**config.mk**
```make
export PLATFORM = sky130hd
export DESIGN_NAME = rv_mem_if
export DESIGN_NICKNAME = d
export VERILOG_FILES = /design/src/rtl/rv_mem_if_pkg.sv /design/src/rtl/rv_load_align.sv /design/src/rtl/rv_mem_if.sv
export SDC_FILE = /design/constraint.sdc
export NUM_CORES = 1
export LEC_CHECK = 0
export CORE_MARGIN = 2
export CORE_UTILIZATION = 47
export DETAILED_ROUTE_END_ITERATION = 6
export PLACE_DENSITY = 0.91
export SETUP_SLACK_MARGIN = 0.4
export SYNTH_ARGS = -nofsm -noshare
export SYNTH_HDL_FRONTEND = slang
export SYNTH_SLANG_ARGS = --single-unit
```
**constraint.sdc**
```tcl
create_clock -name clk -period 3.18 [get_ports clk]
set_input_delay 0.318 -clock clk [delete_from_list [all_inputs] [get_ports clk]]
set_output_delay 0.318 -clock clk [all_outputs]
set_load 0.05 [all_outputs]
```
**src/rtl/rv_mem_if_pkg.sv**
```systemverilog
// Shared encodings for the load/store memory interface: access sizes, FSM states
// and the small helpers that turn a request into lane enables and lane data.
package rv_mem_if_pkg;

   typedef enum logic [1:0] {
      ST_IDLE   = 2'd0,
      ST_ACCESS = 2'd1,
      ST_RESP   = 2'd2
   } state_t;

   localparam logic [1:0] SZ_BYTE = 2'b00;
   localparam logic [1:0] SZ_HALF = 2'b01;
   localparam logic [1:0] SZ_WORD = 2'b10;
   localparam logic [1:0] SZ_RSVD = 2'b11;

   // The reserved size encoding is rejected the same way as a misaligned address.
   function automatic logic is_misaligned(input logic [1:0] size, input logic [1:0] offset);
      logic result;
      case (size)
         SZ_BYTE: result = 1'b0;
         SZ_HALF: result = offset[0];
         SZ_WORD: result = (offset != 2'b00);
         default: result = 1'b1;
      endcase
      return result;
   endfunction

   function automatic logic [3:0] byte_enables(input logic [1:0] size, input logic [1:0] offset);
      logic [3:0] result;
      case (size)
         SZ_BYTE: result = 4'b0001 << offset;
         SZ_HALF: result = 4'b0011 << offset;
         default: result = 4'b1111;
      endcase
      return result;
   endfunction

   function automatic logic [31:0] lane_data(input logic [1:0] size, input logic [31:0] wdata);
      logic [31:0] result;
      case (size)
         SZ_BYTE: result = {4{wdata[7:0]}};
         SZ_HALF: result = {2{wdata[15:0]}};
         default: result = wdata;
      endcase
      return result;
   endfunction

endpackage

```
**src/rtl/rv_load_align.sv**
```systemverilog
// Moves the addressed bytes of a memory word down to bit 0, truncates to the
// access size and sign- or zero-extends the result.
module rv_load_align
   import rv_mem_if_pkg::*;
(
   input  logic [31:0] i_data,
   input  logic [1:0]  i_offset,
   input  logic [1:0]  i_size,
   input  logic        i_unsigned,
   output logic [31:0] o_result
);

   logic [31:0] w_shifted;
   logic        w_sign;

   always_comb begin
      w_shifted = i_data >> {i_offset, 3'b000};
      w_sign    = 1'b0;
      o_result  = w_shifted;
      case (i_size)
         SZ_BYTE: begin
            w_sign   = ~i_unsigned & w_shifted[7];
            o_result = {{24{w_sign}}, w_shifted[7:0]};
         end
         SZ_HALF: begin
            w_sign   = ~i_unsigned & w_shifted[15];
            o_result = {{16{w_sign}}, w_shifted[15:0]};
         end
         default: o_result = w_shifted;
      endcase
   end

endmodule

```
**src/rtl/rv_mem_if.sv**
```systemverilog
// Load/store unit front end: accepts one core request, drives a single memory
// access with byte enables, and returns extended load data or an error pulse.
module rv_mem_if
   import rv_mem_if_pkg::*;
#(
   parameter int TIMEOUT = 16
)(
   input  logic        clk,
   input  logic        rst,
   input  logic        req_valid,
   input  logic        req_we,
   input  logic [1:0]  req_size,
   input  logic        req_unsigned,
   input  logic [31:0] req_addr,
   input  logic [31:0] req_wdata,
   output logic        rsp_valid,
   output logic [31:0] rsp_rdata,
   output logic        rsp_err,
   output logic        busy,
   output logic        mem_req,
   output logic        mem_we,
   output logic [31:0] mem_addr,
   output logic [31:0] mem_wdata,
   output logic [3:0]  mem_be,
   input  logic        mem_ack,
   input  logic [31:0] mem_rdata
);

   localparam logic [7:0] LP_LAST = 8'(TIMEOUT - 1);

   state_t      r_state;
   logic [7:0]  r_cnt;
   logic [1:0]  r_size;
   logic [1:0]  r_off;
   logic        r_unsigned;
   logic [31:0] w_load;

   rv_load_align u_align (
      .i_data     (mem_rdata),
      .i_offset   (r_off),
      .i_size     (r_size),
      .i_unsigned (r_unsigned),
      .o_result   (w_load)
   );

   // The requester must stall in the very cycle it raises req_valid.
   assign busy = (r_state != ST_IDLE) || req_valid;

   always_ff @(posedge clk) begin
      if (rst) begin
         r_state    <= ST_IDLE;
         r_cnt      <= '0;
         r_size     <= '0;
         r_off      <= '0;
         r_unsigned <= 1'b0;
         rsp_valid  <= 1'b0;
         rsp_err    <= 1'b0;
         rsp_rdata  <= '0;
         mem_req    <= 1'b0;
         mem_we     <= 1'b0;
         mem_addr   <= '0;
         mem_wdata  <= '0;
         mem_be     <= '0;
      end else begin
         case (r_state)
            ST_IDLE: begin
               if (req_valid) begin
                  if (is_misaligned(req_size, req_addr[1:0])) begin
                     r_state <= ST_RESP;
                     rsp_err <= 1'b1;
                  end else begin
                     r_state    <= ST_ACCESS;
                     r_cnt      <= '0;
                     r_size     <= req_size;
                     r_off      <= req_addr[1:0];
                     r_unsigned <= req_unsigned;
                     mem_req    <= 1'b1;
                     mem_we     <= req_we;
                     mem_addr   <= {req_addr[31:2], 2'b00};
                     mem_wdata  <= lane_data(req_size, req_wdata);
                     mem_be     <= byte_enables(req_size, req_addr[1:0]);
                  end
               end
            end
            ST_ACCESS: begin
               // An ack in the final allowed cycle still completes normally.
               if (mem_ack || (r_cnt == LP_LAST)) begin
                  r_state   <= ST_RESP;
                  rsp_valid <= mem_ack;
                  rsp_err   <= ~mem_ack;
                  rsp_rdata <= (mem_ack && !mem_we) ? w_load : 32'd0;
                  mem_req   <= 1'b0;
                  mem_we    <= 1'b0;
                  mem_addr  <= '0;
                  mem_wdata <= '0;
                  mem_be    <= '0;
               end else begin
                  r_cnt <= r_cnt + 8'd1;
               end
            end
            ST_RESP: begin
               r_state   <= ST_IDLE;
               rsp_valid <= 1'b0;
               rsp_err   <= 1'b0;
               rsp_rdata <= '0;
            end
            default: r_state <= ST_IDLE;
         endcase
      end
   end

endmodule
```
==> run summary, run 1 <==
The flow ran to the end, and the final reports show no timing, DRC or antenna violations. Counting flops with an async set or reset pin after synthesis yields a share of 0%. The via-per-instance ratio is 5.85, and the fraction of post-synthesis cell area in the top cell type by area is 45.6%. The tools report the total negative slack for setup checks as 0 ns. Before antenna repair, the detailed router went through 5 iterations. The sum of overflow across all layers after global routing is 0. Global-route usage over all layers: 27.3%. The vertical die dimension is 109 um.

The tree is rooted in a sky130_fd_sc_hd__clkbuf_8. Yosys mapped a number of flops with a built-in enable equal to 0. In this run the count of I/O pins placed on the die edge is 209. Derived from the worst setup path, the maximum achievable clock frequency is 378 MHz. The path type of the worst setup path was reg -> out. The most used flip-flop cell after synthesis is sky130_fd_sc_hd__dfxtp_1.

Routability-driven placement finished with a final weighted congestion of 0.883. The placed instances occupy a cell area of 7230 sq um. The endpoint required time on the critical path came out at 2.86 ns. In the layout the commonest cells are 205 x sky130_fd_sc_hd__clkdlybuf4s50_1, 117 x sky130_fd_sc_hd__dfxtp_1, 47 x sky130_fd_sc_hd__mux2i_1, 41 x sky130_fd_sc_hd__a22o_1, 37 x sky130_fd_sc_hd__a21oi_1.

In the final layout, the share of cells above drive strength 1 is 8.87%. In this run the tool buffered the top-level ports with 206 buffer cells. After synthesis the cells add up to 5130 sq um. The maximum net fanout on the critical path is 11. The die covers 11,800 sq um. The run gives 47.8% as the initial core utilization.

The mean post-synth cell area is 10.2 sq um, and the number of maximum-capacitance violations is 0. The standard-cell row count was 38. For the number of failing hold endpoints at the final stage, the log shows 0. The repair_antennas step left the layout with diodes totalling 0.

TritonCTS built the clock tree. Counting every sink on the clock net gives 117. Sequential cells were found to cover 45.6% of the synthesized design area.

The number of levels in the clock H-tree is 4. The cell type contributing the most total cell area after synthesis was sky130_fd_sc_hd__dfxtp_1. The cell area power density works out to 600 nW/um^2.

The detail route stage leaves a number of antenna-violating nets equal to 0. The number of instances in the synthesized netlist was 502; the wire length of the first global-routing pass was 25,000 um. The logs give 4740 uW for the overall power and 0 for the initial antenna violation count. The tools report the number of global-route vias before repair as 4,861. In the routed design, unresolved DRC markers number 0. The tools report the final setup violation count as 0. By area the synthesized netlist is led by sky130_fd_sc_hd__dfxtp_1 46%, sky130_fd_sc_hd__mux2i_1 9.2%, sky130_fd_sc_hd__a22o_1 7.0%. The tools report the detailed placer's ending HPWL as 11,200 um. In this run the worst hold path is classified as in -> reg.

After routing the design area is 7900 sq um. IR analysis of the VDD net gives a maximum drop of 0.333 mV. The run gives 805 as the total number of nets in the final design. Leaving out fill and tap cells, the most frequent cell in the layout is sky130_fd_sc_hd__clkdlybuf4s50_1.

For the worst-skew pair, the clock arrives at the later sink with an insertion delay of 0.51 ns. Data arrival time at the worst-slack endpoint: 2.33 ns. The number of library cell types mapped by synthesis is 56.

Buffers inserted during clock tree synthesis total 17. The worst setup path is launched from a flip-flop. The detailed router placed 4,975 vias in this run.

Setup repair after global routing could not meet its margin everywhere. The final wirelength is 16,300 um, and the number of warnings reported in the yosys synthesis log is 0. The tools report the critical path endpoint category as an output port. The clock period minus final worst setup slack is 2.65 ns, and the violation count after the first detailed-routing iteration is 342.

The worst pin sits at a relative slew slack of 38.9%. Dividing the detail-routed wire length by the instance count gives 19.2 um. The area growth from synthesis to layout was 53.9%; the number of synthesized register bits was 117. The die span in x came out at 109 um. After floorplanning, the core was sized to cover 10,700 sq um. For this design the static power due to leakage is 0.00293 uW. The tools report the max-slew violation total from the final report as 0. Dividing the final minimum period by the clock period gives 83.2%. For the final standard cell utilization of the core, the log shows 73.5%. The post-route clock skew was 0.00962 ns; the slew at the pin closest to its max-slew limit was 0.914 ns.

Entering global routing, the biggest net connects 61 pins. The CTS clock-pin slew for the worst setup and hold paths is 0.06 ns, and the clock tree buffer depth is 2.
==> power breakdown <==
| group | leakage [uW] | internal (uW) | total, uW | switching [uW] |
|---|---|---|---|---|
| logic | 0.00168 | 417 | 1070 | 658 |
| registers | 0.000951 | 1560 | 1630 | 63.0 |
| clock network | 0.000299 | 1360 | 2040 | 683 |
==> path summary, 6_finish.rpt <==
path | slack [ns] | endpoint | startpoint | cells past startpoint
worst max-delay path | 0.53 | busy | r_state[0] | 5
worst min-delay path | 0.40 | mem_addr[31] | req_addr[31] | 2
worst max register to register | 0.62 | rsp_rdata[22] | r_state[0] | 7
worst min register to register | 0.46 | mem_req | mem_req | 1
==> critical path: stages (launching register included) <==
cell and delay [ns]:
sky130_fd_sc_hd__dfxtp_1 0.33, sky130_fd_sc_hd__inv_1 0.09, sky130_fd_sc_hd__ha_1 0.37, sky130_fd_sc_hd__nor2b_1 0.44, sky130_fd_sc_hd__inv_1 0.15, sky130_fd_sc_hd__dlygate4sd2_1 0.45
==> metrics by stage <==
| step | setup slack [ns] | instances | hold slack [ns] |
|---|---|---|---|
| after floorplan | 1.12 | 503 | 0.443 |
| after global placement | 0.369 | 817 | 0.438 |
| after detailed placement | 0.253 | 817 | 0.446 |
| after CTS | 0.429 | 849 | 0.382 |
| after global routing | 0.379 | 850 | 0.392 |
| final | 0.534 | 850 | 0.400 |
==> logic make-up after synthesis <==
kind of cell | synth area share [%]
compound gates | 27.5
fa+ha+maj | 0.975
buf+inv | 5.41
flops | 45.6
mux | 11.8
other cells | 0.0730
simple gates | 8.65
==> cells in the mapped netlist, types with 2 or more instances <==
cell type                     n
sky130_fd_sc_hd__o21ai_0     21
sky130_fd_sc_hd__nor2_1      11
sky130_fd_sc_hd__a221o_1     16
sky130_fd_sc_hd__nand2_1     29
sky130_fd_sc_hd__dfxtp_1    117
sky130_fd_sc_hd__o2bb2ai_1   34
sky130_fd_sc_hd__o211ai_1     9
sky130_fd_sc_hd__mux4_2       2
sky130_fd_sc_hd__mux2i_1     47
sky130_fd_sc_hd__clkbuf_1    23
sky130_fd_sc_hd__buf_1        4
sky130_fd_sc_hd__o41ai_1      2
sky130_fd_sc_hd__nand3_1      7
sky130_fd_sc_hd__or3_1        4
sky130_fd_sc_hd__nand2b_1     3
sky130_fd_sc_hd__nand4b_1     2
sky130_fd_sc_hd__a21oi_1     38
sky130_fd_sc_hd__and2_1       2
sky130_fd_sc_hd__nor2b_1      4
sky130_fd_sc_hd__a21o_1       3
sky130_fd_sc_hd__a22o_1      41
sky130_fd_sc_hd__nor4_1       2
sky130_fd_sc_hd__or4_1        3
sky130_fd_sc_hd__buf_2        6
sky130_fd_sc_hd__or2_2        2
sky130_fd_sc_hd__nor3_1       4
sky130_fd_sc_hd__mux2_2       8
sky130_fd_sc_hd__buf_6        8
sky130_fd_sc_hd__buf_4        3
sky130_fd_sc_hd__inv_1        8
sky130_fd_sc_hd__o31ai_1     11
sky130_fd_sc_hd__ha_1         4
==> registers in the layout, indices dropped and copies added (netlist names) <==
register / count
mem_wdata: 32
rsp_rdata: 32
mem_addr: 30
r_cnt: 8
mem_be: 4
r_off: 2
r_size: 2
r_state: 2
mem_req: 1
mem_we: 1
r_unsigned: 1
rsp_err: 1
rsp_valid: 1
==> final cells by class <==
type	count	area, sq um
well taps	140	175
clock buffers	21	469
repair buffers	219	2170
flip-flops and latches	117	2340
fillers	748	2840
multi-input cells	333	2540
clock inverters	11	171
inverters	9	33.8
==> timing repair <==
action | CTS | global route
setup endpoints to repair | 1 | 76
hold buffers | 0 | 0
pin swaps | 0 | 1
gates resized for setup | 1 | 1
cloned | 0 | 0
hold endpoints to repair | 0 | 0
setup buffers | 0 | 1
==> metal layers <==
layer  wire length, um  GRT usage, %
met1              6500          31.3
met2              8050          47.1
met3              1320          8.20
met4               428          11.9
met5                 0             0
Note: power is estimated with default switching activity, not from simulation.
==> run 2, diff against run 1 <==
Settings changed: CORE_UTILIZATION 47 to 43, PLACE_DENSITY 0.91 to 0.85.
Clock period 3.18 ns to 2.5 ns, I/O delays scaled along.
==> run summary, run 2 (same netlist as run 1, synthesis figures left out) <==
The start point of the critical path was r_state[0] (unchanged). Vertical die dimension: 113 um (was 109 um). The first-pass iteration count of the detailed router was 5 (unchanged). Largest regs: mem_wdata: 32 flops, rsp_rdata: 32 flops, mem_addr: 30 flops (unchanged). The initial core utilization was 44.6% (was 47.8%).

The startpoint of the most critical hold path is req_addr[23] (was req_addr[31]). The final setup violation count is 0 (unchanged), and the met1 wire length is 6730 um (was 6500 um). The initial antenna violation count came out at 0 (unchanged). The run gives 0 ns (unchanged) as the total negative slack for setup checks.

Critical path endpoint category: an output port (unchanged). The smallest clock period supported by the final layout is computed as 2.02 ns. The cell-internal power is 4090 uW (was 3340 uW). The final standard cell utilization of the core was 70.0% (was 73.5%); the violation count after the first detailed-routing iteration was 313 (was 342). The area enclosed by the die boundary was 12,800 sq um (was 11,800 sq um); the number of global-route vias before repair was 5,180 (was 4,861). For the worst max-slew margin expressed relative to the limit, the log shows 40.1% (was 38.9%). Hold slack: 0.433 ns (was 0.400 ns).

Leading cell types in the layout, fill and taps excluded: 205 x sky130_fd_sc_hd__clkdlybuf4s50_1, 116 x sky130_fd_sc_hd__dfxtp_1, 47 x sky130_fd_sc_hd__mux2i_1, 41 x sky130_fd_sc_hd__a22o_1, 37 x sky130_fd_sc_hd__a21oi_1 (was 205 x sky130_fd_sc_hd__clkdlybuf4s50_1, 117 x sky130_fd_sc_hd__dfxtp_1, 47 x sky130_fd_sc_hd__mux2i_1, 41 x sky130_fd_sc_hd__a22o_1, 37 x sky130_fd_sc_hd__a21oi_1). The run gives 0 (unchanged) as the number of nets still failing antenna checks after routing. The clock tree buffer depth was 2 (unchanged). The tools report the origin of the critical flop-to-flop path as r_cnt[0] (was r_state[0]). TritonCTS built the clock tree. The wire length of the first global-routing pass was 26,800 um (was 25,000 um); the cell area power density was 740 nW/um^2 (was 600 nW/um^2).

The clock latency reported for the late side of the worst-skew pair was 0.41 ns (was 0.51 ns). The final wirelength was 17,000 um (was 16,300 um); the proportion of total power due to net switching was 31.4% (was 29.6%). The switching power summed over all nets is 1880 uW (was 1400 uW).

The run gives 0 (unchanged) as the sum of overflow across all layers after global routing. For the achievable frequency, the log shows 495 MHz. The number of maximum-capacitance violations is 0 (unchanged).

The root buffer cell is sky130_fd_sc_hd__clkbuf_16 (was sky130_fd_sc_hd__clkbuf_8). The path category of the worst min-delay check is in -> reg (unchanged). The run gives 818 (was 748) as the number of fill cells in the layout.

Via-per-instance ratio: 5.84 (was 5.85). The run gives 0.881 (was 0.883) as the placer's final routability congestion estimate. The logs give 1620 um (was 1320 um) for the met3 layer wire length in the routed design and 0 (unchanged) for the max-slew violation total from the final report. The tools report the static leakage as 0.00302 uW (was 0.00293 uW). The highest metal layer with signal wires is met4 (unchanged).

The CTS clock-pin slew for the worst setup and hold paths was 0.06 ns (about the same). The run gives 821 (was 805) as the total number of nets in the final design. For the antenna diode count, the log shows 0 (unchanged).

The type of element launching the critical path is a flip-flop (unchanged). The most common library cell in the layout ignoring fill and taps was sky130_fd_sc_hd__clkdlybuf4s50_1 (unchanged). The number of failing hold endpoints at the final stage was 0 (unchanged). The tools report the data arrival time at the worst-slack endpoint as 1.77 ns (was 2.33 ns).

The path type of the worst setup path was reg -> out (unchanged). The endpoint required time on the critical path is 2.25 ns (was 2.86 ns). The clock net sink count is 117 (unchanged). The die span in x is 113 um (was 109 um), and the detail-routed net length per standard cell is 19.5 um (was 19.2 um). The proportion of power drawn by combinational gates was 24.0% (was 22.7%); the final cycle utilization of the critical path was 80.8%.

The slew at the pin closest to its max-slew limit is 0.896 ns (was 0.914 ns), and the number of vias in the routed layout is 5,074 (was 4,975). The wire length on met2 was 8260 um (was 8050 um); the number of levels in the clock H-tree was 4 (unchanged). The logs give 17 (unchanged) for the total clock buffers created by CTS and 39 (was 38) for the standard-cell row count.

The clock power share is 41.2% (was 43.0%). Number of buffers inserted by port buffering: 206 (unchanged). The share of final-layout standard cells stronger than drive strength 1 came out at 12.3% (was 8.87%). The maximum net fanout on the critical path came out at 13 (was 11). The flow ran to the end, and the final reports show no timing, DRC or antenna violations. Core box area: 11,500 sq um (was 10,700 sq um). The logs give 34.8% (was 34.3%) for the fraction of power consumed by sequential logic and 26.1% (was 27.3%) for the global-route usage over all layers.

The detailed placer's ending HPWL was 12,200 um (was 11,200 um); the area growth from synthesis to layout was 57.0% (was 53.9%). The logs give 0.0230 ns (was 0.00962 ns) for the post-route clock skew and 46 (was 61) for the largest net degree at the start of global routing. Setup repair after global routing could not meet its margin everywhere. The tools report the I/O pin count as 209 (unchanged). The logs give 0 (unchanged) for the DRC violation count after routing and 0.445 mV (was 0.333 mV) for the peak supply drop.
run 2: cell count changes in the layout (fill, tap and decap cells not counted), sizes merged:
cell         before  now
buf              13   29
inv               9   16
clkbuf           21   18
clkinvlp          5    2
bufinv            4    2
a221o            16   17
clkinv            2    3
dlygate4sd2       1    0
run 2: path summary, 6_finish.rpt:
kind | cells past startpoint | end | slack [ns]
min reg2reg | 1 | mem_wdata[12] | 0.47
min | 2 | mem_addr[23] | 0.43
max reg2reg | 5 | r_cnt[3] | 0.52
max | 6 | busy | 0.48
run 2: routing by layer:
| layer | track usage [%] | vias up |
|---|---|---|
| li1 | - | 2359 |
| met1 | 30.4 | 2419 |
| met2 | 44.4 | 267 |
| met3 | 9.05 | 29 |
| met4 | 9.59 | 0 |
| met5 | 0 | - |
run 2: power groups by stage:
stage,Sequential [uW],Combinational (uW),Clock [uW]
5_1_grt,2080,1510,2590
3_5_place_dp,2110,1380,0
4_1_cts,2070,1390,2490
3_3_place_gp,2100,1350,0
2_1_floorplan,2460,497,0
6_report,2070,1430,2460
run 2: what timing repair did:
| action | 4_1_cts | 5_1_grt |
|---|---|---|
| hold buffers | 0 | 0 |
| cloned | 0 | 1 |
| gates resized for setup | 6 | 9 |
| buffers inserted | 0 | 4 |
| setup endpoints to repair | 23 | 22 |
| pin swaps | 0 | 2 |
| endpoints found under the hold margin | 0 | 0 |
run 2: worst max-delay path, stage by stage, from the launching register on:
cell	delay, ns
sky130_fd_sc_hd__dfxtp_1	0.39
sky130_fd_sc_hd__inv_1	0.12
sky130_fd_sc_hd__ha_4	0.21
sky130_fd_sc_hd__nor2b_2	0.17
sky130_fd_sc_hd__buf_6	0.15
sky130_fd_sc_hd__inv_1	0.11
sky130_fd_sc_hd__buf_4	0.21
run 2: cell type report:
cell class	count	area, sq um	area share [%]
sequential	117	2340	29.1
multi-input combinational	334	2610	32.3
tap	143	179	2.22
inverter	9	33.8	0.419
timing repair buffer	234	2300	28.5
clock inverter	14	163	2.02
clock buffer	18	439	5.45
run 2: per-stage QoR:
stage	instances	total power, uW	setup slack [ns]	cell area, sq um
6_report	869	5970	0.479	8060
3_5_place_dp	832	3490	0.189	7350
3_3_place_gp	832	3460	0.227	7350
2_1_floorplan	503	2950	0.436	5140
5_1_grt	869	6190	0.388	8060
4_1_cts	864	5950	0.397	7970
==> patch (config.mk and constraints of run 2) <==
Put one more register stage on the output `rsp_err`, cleared by the reset. The value now appears one clock later. The other outputs are not delayed to match.
--- a/src/rtl/rv_mem_if.sv
+++ b/src/rtl/rv_mem_if.sv
@@ -28,6 +28,8 @@
 
    localparam logic [7:0] LP_LAST = 8'(TIMEOUT - 1);
 
+   logic rsp_err_s0;
+
    state_t      r_state;
    logic [7:0]  r_cnt;
    logic [1:0]  r_size;
@@ -54,7 +56,7 @@
          r_off      <= '0;
          r_unsigned <= 1'b0;
          rsp_valid  <= 1'b0;
-         rsp_err    <= 1'b0;
+         rsp_err_s0 <= 1'b0;
          rsp_rdata  <= '0;
          mem_req    <= 1'b0;
          mem_we     <= 1'b0;
@@ -67,7 +69,7 @@
                if (req_valid) begin
                   if (is_misaligned(req_size, req_addr[1:0])) begin
                      r_state <= ST_RESP;
-                     rsp_err <= 1'b1;
+                     rsp_err_s0 <= 1'b1;
                   end else begin
                      r_state    <= ST_ACCESS;
                      r_cnt      <= '0;
@@ -87,7 +89,7 @@
                if (mem_ack || (r_cnt == LP_LAST)) begin
                   r_state   <= ST_RESP;
                   rsp_valid <= mem_ack;
-                  rsp_err   <= ~mem_ack;
+                  rsp_err_s0 <= ~mem_ack;
                   rsp_rdata <= (mem_ack && !mem_we) ? w_load : 32'd0;
                   mem_req   <= 1'b0;
                   mem_we    <= 1'b0;
@@ -101,7 +103,7 @@
             ST_RESP: begin
                r_state   <= ST_IDLE;
                rsp_valid <= 1'b0;
-               rsp_err   <= 1'b0;
+               rsp_err_s0 <= 1'b0;
                rsp_rdata <= '0;
             end
             default: r_state <= ST_IDLE;
@@ -109,4 +111,12 @@
       end
    end
 
+   always_ff @(posedge clk) begin
+      if (rst) begin
+         rsp_err <= '0;
+      end else begin
+         rsp_err <= rsp_err_s0;
+      end
+   end
+
 endmodule
Formal check against the unedited RTL: not equivalent (Yosys sat finds a counterexample within 4 cycles, from zero or initial values and one cycle with rst high).
==> patch against run 2 <==
The flow now finishes with violations (DRC); wire length up 0.34%; cell count down 0.58%; sequential cell count up 1; register-to-register slack worse by 0.09 ns; area after synthesis down 0.19%; fmax down 2.3%; combinational power about the same; power down 4.0%; worst setup slack worse by 0.047 ns; cell area down 1.1%; non-clock buffer count down 3; critical path type is now reg2reg; largest cell class unchanged; highest routed layer unchanged.
==> patch: results (changes against run 2) <==
| Metric | Value |
|---|---|
| Top flop regs | `mem_wdata (32), rsp_rdata (32), mem_addr (30)` |
| Switching Power | `1.734 mW (-7.6%)` |
| Run status | `complete, but fails checks` |
| Leak | `2.979 nW (-1.2%)` |
| Hold Path Stages | `2 (unchanged)` |
| Clock skew | `0.006895 ns (-0.01612 ns)` |
| Via density | `5.811 (-0.47%)` |
| Final #Nets | `817 (-0.49%)` |
| Initial antenna violation count | `0 (unchanged)` |
| Root Buffer | `clkbuf_16` |
| Global-route wire length before repair | `25,850 um (-3.4%)` |
| Setup bufs post-CTS | `4 (+4)` |
| Top cells by area, synth | `dfxtp_1 46%, mux2i_1 9.2%, a22o_1 7.2%` |
| Crit end category | `register` |
| Arrival @ worst endpoint | `2.41 ns (+0.64 ns)` |
| First-pass iteration count of the detailed router | `7 (+2)` |
| M2 GR Usage | `43.15% (-1.2 points)` |
| Vias in the first global route | `5,042 (-2.7%)` |
| Pin count of the biggest net entering global routing | `61 (+33%)` |
| Sequential share of the synthesized area | `46.09% (+0.48 points)` |
| Flop-to-flop setup slack | `0.43 ns (-0.09 ns)` |
| HPWL Detailed | `11,980 um (-2.0%)` |
| Slew @ Worst Pin | `0.9196 ns (+0.02386 ns)` |
| Clock tree buffer depth | `2 (unchanged)` |
| Dpl cell area | `7289 sq um (-0.83%)` |
| Violated checks | `DRC` |
| GRT met3 Usage | `5.785% (-3.3 points)` |
| Synth cell count leaders | `118 x dfxtp_1, 47 x mux2i_1, 42 x a22o_1` |
| Cts repair resizes | `8 (+2)` |
| Wl on met1 | `6715 um (-0.28%)` |
| Met3 routed WL | `952 um (-41%)` |
| R2r startpoint | `r_state[1]$_SDFFE_PP0P_` |
| R2R depth | `6 (+1)` |
| Min-delay src | `req_addr[6]` |
| Post-route DRC | `2 (+2)` |
| CP max FO | `7 (-6)` |
| H-tree depth | `4 (unchanged)` |
| Hold Path Sink | `mem_addr[6]$_SDFFE_PP0P_` |
| Global route total overflow | `0 (unchanged)` |
| Worst Hold Class | `in2reg` |
| Port bufs | `206 (unchanged)` |
| VDD IR max | `544.7 uV (+22%)` |
| Top Layer Used | `met4` |
| Drt initial violations | `363 (+16%)` |
| Met1 Track Usage GR | `29.35% (-1.0 points)` |
| Worst skew pair latency | `0.41 ns (about the same)` |
| Share of cells above drive strength 1 | `11.93% (-0.33 points)` |
| Global placer's final weighted congestion | `0.9000 (+2.1%)` |
| Cell variety after synth | `50 (-11%)` |
| Global Route Usage Sum | `25.55% (-0.52 points)` |
| DR WL met2 | `8590 um (+4.0%)` |
| Crit path capture | `r_cnt[5]$_SDFFE_PP0P_` |
| Wire per inst | `19.71 um (+0.92%)` |
| Worst-path clk slew | `0.05 ns` |
[patch: cell types whose count changed in the layout (fill, tap and decap cells not counted), moves of 2 or more]
cell / delta
buf_4: -2
clkinv_4: -2
nand2_1: +4
clkinv_2: +3
clkinvlp_4: -2
and2_1: -2
inv_6: -8
clkbuf_1: +5
o21ai_0: +2
clkbuf_8: +5
bufinv_16: -2
nand4b_1: -2
[patch: worst max-delay path: stages, from the launching register on]
cell and delay (ns):
dfxtp_2 0.35, inv_2 0.07, ha_4 0.18, and4_1 0.20, a221o_2 0.39, or4b_2 0.66, a21oi_2 0.15
[patch: power groups by stage]
stage	registers (mW)	clock network, mW	logic (mW)
after floorplan	2.47	0	0.488
after global placement	2.11	0	1.32
after detailed placement	2.12	0	1.35
after CTS	2.09	2.24	1.38
after global routing	2.10	2.31	1.50
final	2.09	2.22	1.43
[patch: area by class of cell]
type	instances	area, sq um
Sequential cell	118	2364
Multi-Input combinational cell	331	2577
Clock buffer	28	526.8
Fill cell	811	3545
Clock inverter	3	15.01
Inverter	10	37.54
Tap cell	143	178.9
Timing Repair Buffer	231	2272
[patch: through the flow]
stage               setup slack [ns]  utilization, %  hold slack [ns]  cells
CTS                           0.4304           68.45           0.4177    862
detailed placement            0.1830           63.30           0.4396    827
global route                  0.3182           69.22           0.4354    864
floorplan                     0.4350               -           0.3755    504
finish                        0.4317           69.22           0.4322    864
global placement              0.2560           63.30           0.4345    827
[patch: logic make-up (layout without fill, tap and decap cells)]
group | after synthesis | in the layout | synth area share, %
and+or+nand+nor | 83 | 83 | 8.472
adders and majority gates | 4 | 4 | 0.9766
muxes | 57 | 57 | 11.82
other | 1 | 2 | 0.07317
buffers and inverters | 55 | 272 | 5.591
DFF | 118 | 118 | 46.09
AOI/OAI and AO/OA | 185 | 185 | 26.98
